$ cat src/rtl/led_sequencer.sv
// LED pattern stage: synchronizes the STEP clock, detects its rising edges and
// animates the 16 LEDs as off / chaser / bounce / fill-drain bar with a wrap pulse.
module led_sequencer #(
  parameter int SYNC_STAGES = 2  // 2 or 3
) (
  input  logic        SCLK,
  input  logic        RSTN,
  input  logic [1:0]  SW,
  input  logic        STEP,
  output logic [15:0] LD,
  output logic        WRAP
);

  localparam logic [1:0] MODE_OFF    = 2'd0;
  localparam logic [1:0] MODE_CHASE  = 2'd1;
  localparam logic [1:0] MODE_BOUNCE = 2'd2;
  localparam logic [1:0] MODE_BAR    = 2'd3;

  localparam logic DIR_UP     = 1'b0;
  localparam logic DIR_DOWN   = 1'b1;
  localparam logic PHASE_FILL  = 1'b0;
  localparam logic PHASE_DRAIN = 1'b1;

  logic [SYNC_STAGES-1:0] sync_reg;
  logic                   hist_reg;
  logic                   step_p;

  logic [1:0]  mode_reg, mode_next;
  logic [15:0] ld_reg, ld_next;
  logic        dir_reg, dir_next;
  logic        phase_reg, phase_next;
  logic        wrap_reg, wrap_next;

  // STEP is asynchronous: resynchronize before edge detection.
  always_ff @(posedge SCLK or negedge RSTN) begin
    if (!RSTN) begin
      sync_reg <= '0;
      hist_reg <= 1'b0;
    end else begin
      sync_reg <= {sync_reg[SYNC_STAGES-2:0], STEP};
      hist_reg <= sync_reg[SYNC_STAGES-1];
    end
  end

  assign step_p = sync_reg[SYNC_STAGES-1] & ~hist_reg;

  always_ff @(posedge SCLK or negedge RSTN) begin
    if (!RSTN) begin
      mode_reg  <= MODE_OFF;
      ld_reg    <= 16'h0000;
      dir_reg   <= DIR_UP;
      phase_reg <= PHASE_FILL;
      wrap_reg  <= 1'b0;
    end else begin
      mode_reg  <= mode_next;
      ld_reg    <= ld_next;
      dir_reg   <= dir_next;
      phase_reg <= phase_next;
      wrap_reg  <= wrap_next;
    end
  end

  always_comb begin
    mode_next  = mode_reg;
    ld_next    = ld_reg;
    dir_next   = dir_reg;
    phase_next = phase_reg;
    wrap_next  = 1'b0;

    // A mode change takes priority and swallows any coincident step.
    if (SW != mode_reg) begin
      mode_next  = SW;
      ld_next    = (SW == MODE_CHASE || SW == MODE_BOUNCE) ? 16'h0001 : 16'h0000;
      dir_next   = DIR_UP;
      phase_next = PHASE_FILL;
    end else if (step_p) begin
      case (mode_reg)
        MODE_CHASE: begin
          ld_next   = {ld_reg[14:0], ld_reg[15]};
          wrap_next = (ld_reg == 16'h8000);
        end
        MODE_BOUNCE: begin
          if (dir_reg == DIR_UP) begin
            if (ld_reg == 16'h8000) begin
              dir_next = DIR_DOWN;
              ld_next  = 16'h4000;
            end else begin
              ld_next = ld_reg << 1;
            end
          end else begin
            if (ld_reg == 16'h0001) begin
              dir_next = DIR_UP;
              ld_next  = 16'h0002;
            end else begin
              ld_next = ld_reg >> 1;
            end
            wrap_next = (ld_reg == 16'h0002);
          end
        end
        MODE_BAR: begin
          if (phase_reg == PHASE_FILL) begin
            if (ld_reg == 16'hFFFF) begin
              phase_next = PHASE_DRAIN;
              ld_next    = 16'hFFFE;
            end else begin
              ld_next = {ld_reg[14:0], 1'b1};
            end
          end else begin
            if (ld_reg == 16'h0000) begin
              phase_next = PHASE_FILL;
              ld_next    = 16'h0001;
            end else begin
              ld_next = {ld_reg[14:0], 1'b0};
            end
            wrap_next = (ld_reg == 16'h8000);
          end
        end
        default: ld_next = 16'h0000;
      endcase
    end
  end

  always_comb begin
    LD   = ld_reg;
    WRAP = wrap_reg;
  end

endmodule

$ cat config.mk
export PLATFORM = sky130hd
export DESIGN_NAME = led_sequencer
export DESIGN_NICKNAME = d
export VERILOG_FILES = /design/src/rtl/led_sequencer.sv
export SDC_FILE = /design/constraint.sdc
export NUM_CORES = 1
export LEC_CHECK = 0
export BUFFER_PORTS_ARGS = -buffer_cell sky130_fd_sc_hd__clkbuf_2
export CAP_MARGIN = 20
export CORE_MARGIN = 1.5
export CORE_UTILIZATION = 28
export CTS_CLUSTER_SIZE = 25
export DETAILED_ROUTE_END_ITERATION = 8
export MAX_ROUTING_LAYER = met4
export SYNTH_ARGS = -nofsm -noshare
export SYNTH_HDL_FRONTEND = slang
export SYNTH_SLANG_ARGS = --single-unit
$ cat constraint.sdc
create_clock -name SCLK -period 1.45 [get_ports SCLK]
set_input_delay 0.145 -clock SCLK [delete_from_list [all_inputs] [get_ports SCLK]]
set_output_delay 0.145 -clock SCLK [all_outputs]
set_load 0.05 [all_outputs]
==> run summary <==
R2R Path End - LD[6]$_DFFE_PN0P_
ys flop type - dfrtp_1
final setup margin - -0.254 ns
LEAKAGE - 1.02 nW
Synth Area in XOR/XNOR - 2.21%
largest net degree at the start of global routing - 25
GR Overflow Total - 0
clock share of power - 34.3%
CP peak stage delay - 0.46 ns
max-slew violation count - 0
Area Growth Syn to Fin - 55.5%
internal power - 1.01 mW
YS warnings - 0
reg2reg setup slack - -0.25 ns
WL met3 - 288 µm
Synth async-reset ratio - 100%
Die Span Y - 77.0 µm
# setup viols final - 19
Reg-to-Reg Start - LD[11]$_DFFE_PN0P_
Highest Signal Layer - met4
Hold Crit Class - in -> reg
R2R cell count - 5
Max Fclk - 587 MHz
site row count - 26
clock latency at the later pin of the worst-skew pair - 0.27 ns
Max VDD drop - 0.000351 V
fraction of layout cells with a size suffix above 1 - 56.3%
worst-path cell chain - nand4_1, nor4_2, or3b_4, buf_8, o2111ai_4
crit path DAT - 1.88 ns
count leader, synth - dfrtp_1
CP startpoint kind - flip-flop
commonest cells in the netlist - dfrtp_1 (24), nand2_1 (16), inv_1 (15)
routability cong. - 0.954
Synth cell types - 47
max FFs per register - 16
TritonCTS clock tree - done
sw frac - 26.5%
Final Hold Vio Count - 0
Starting Density - 29.4%
maxcap violations - 0
Flop pwr share - 50.5%
first-pass GRT wire length - 8.11 mm
status - finished, violations left
DR iter-0 viols - 195
largest cells by area after synthesis - dfrtp_1 (39%), o2111ai_2 (9.8%), a31oi_1 (4.5%)
Clock H-tree levels - 1
total chip power - 1.37 mW
Core Area - 0.00520 mm²
Critical Path Fanout Max - 6
drt pass-1 iters - 4
nets - 246
Synth top area share - 39.2%
CP required - 1.63 ns
period utilization - 118%
number of synthesized flops with an enable pin - 0
cell total after placement - 290
hpwl dp - 3.43 mm
CP endpoint kind - flip-flop
Die Span X - 77.0 µm
diode count - 0
IO Count - 22
Post-Route Utilization - 45.7%
vias per cell - 5.38
CTS root buf - clkbuf_8
Routed met1 length - 2.16 mm
CTS Buf Count - 3
Netlist Area Pre-Place - 0.00153 mm²
#FFs+latches synth - 24
Detailed Route WL - 5.09 mm
clk sinks - 24
number of global-route vias before repair - 1654
Worst Setup SP - LD[11]$_DFFE_PN0P_
Post-Synth Simple-Gate Area - 25.2%
non-filler instance count after layout - 310
Synthesized Nets - 168
relative slew slack - 57.2%
RSZ-0062 raised after global routing - true
Die ar. - 0.00592 mm²
slew at the pin closest to its max-slew limit - 0.641 ns
P_sw - 363 µW
GR Util All Layers - 17.8%
critical path class - reg -> reg
Cell Pwr Density - 576 mW/mm²
clk buf depth - 2
initial antenna violation count - 0
Tmin final - 1.70 ns
Seq/Total Area, Yosys - 39.2%
WL/cell - 16.4 µm
DRC viols - 0
CP max stage cell - or3b_4
combinational share of power - 15.2%
via count - 1668
violated checks - setup timing
Mapped Cells - 163
largest family of logic cells by synthesized area - compound AO/OA/AOI/OAI gates
syn_area_per_cell - 9.40 µm²
Post-Synth Adder-Cell Area - 0%
post-synthesis mux area share - 0%
Worst Skew - 0.00634 ns
Antenna Nets Post-Route - 0
cell taking the most area after synthesis - dfrtp_1
Buffers on Ports - 21
Worst setup endpoint - LD[6]$_DFFE_PN0P_
met2 WL - 2.55 mm
Clock Pin Slew Worst Setup and Hold Paths - 0.09 ns
Synth Area in Compound Gates - 26.0%
-- kinds of logic after synthesis --
group           Yosys count
xor+xnor                  3
flops                    24
buf+inv                  26
simple gates             63
compound gates           47
-- worst max-delay path: cells and delay by family, from the launching register on --
| kind | cells | cell delay, ns |
|---|---|---|
| and+or+nand+nor | 3 | 0.98 |
| AOI/OAI and AO/OA | 1 | 0.08 |
| buffers and inverters | 1 | 0.16 |
| DFF | 1 | 0.39 |
-- layout make-up --
type                    instances  area [µm²]
flip-flops and latches         24         621
clock buffers                   4        55.1
inverters                      15        56.3
multi-input cells             113         927
fillers                       512        2820
repair buffers                 84         634
well taps                      70        87.6
-- worst min path at each step --
stage                     cells after the start  start                 endpoint
after global placement                        1   RSTN    sync_reg[1]$_DFF_PN0_
after CTS                                     1  SW[0]  mode_reg[0]$_DFFE_PN0N_
after floorplan                               0   RSTN        LD[0]$_DFFE_PN0P_
after global routing                          1  SW[0]  mode_reg[0]$_DFFE_PN0N_
after detailed placement                      1   RSTN    sync_reg[0]$_DFF_PN0_
final                                         1  SW[0]  mode_reg[0]$_DFFE_PN0N_
-- routing by layer --
metal  GRT usage, %  vias up
li1               -      771
met1           23.3      821
met2           28.7       64
met3           1.90       12
met4           6.11        0
met5              -        -
-- metrics by stage --
step	hold WS [ns]	setup WS [ns]	setup TNS [ns]	area (µm²)
2_1_floorplan	-0.151	-0.297	-3.57	1550
3_3_place_gp	0.187	-0.246	-2.78	2070
3_5_place_dp	0.195	-0.228	-2.45	2070
4_1_cts	0.105	-0.195	-2.18	2290
5_1_grt	0.126	-0.297	-4.39	2380
6_report	0.110	-0.254	-3.37	2380
-- timing repair --
action                                  in CTS  in global routing
endpoints found under the hold margin       25                  0
cloned                                       1                  0
endpoints found under the setup margin      19                 19
resized for setup                           11                 16
setup buffers                               11                  3
hold buffers                                 2                  0
pin swaps                                   13                  8
-- placed cells by master (no fill, tap or decap), types with 4 or more instances in the layout --
master | synthesis | layout
clkbuf_2 | 0 | 21
dfrtp_1 | 24 | 8
nand2_1 | 16 | 16
nand4_1 | 5 | 5
o2111ai_2 | 10 | 10
dfrtp_2 | 0 | 16
a21oi_1 | 6 | 4
buf_4 | 0 | 53
nor3_1 | 12 | 11
a31oi_1 | 11 | 11
clkbuf_8 | 0 | 4
o21ai_0 | 4 | 4
buf_6 | 1 | 5
inv_1 | 15 | 14
nor2_1 | 6 | 5
-- power by group through the flow --
stage          clock network [mW]  logic, mW  registers, mW
2_1_floorplan                   0     0.0763          0.724
5_1_grt                     0.508      0.226          0.696
4_1_cts                     0.484      0.202          0.693
3_3_place_gp                    0      0.189          0.705
3_5_place_dp                    0      0.189          0.705
6_report                    0.470      0.209          0.692
Note: power is estimated with default switching activity, not from simulation.
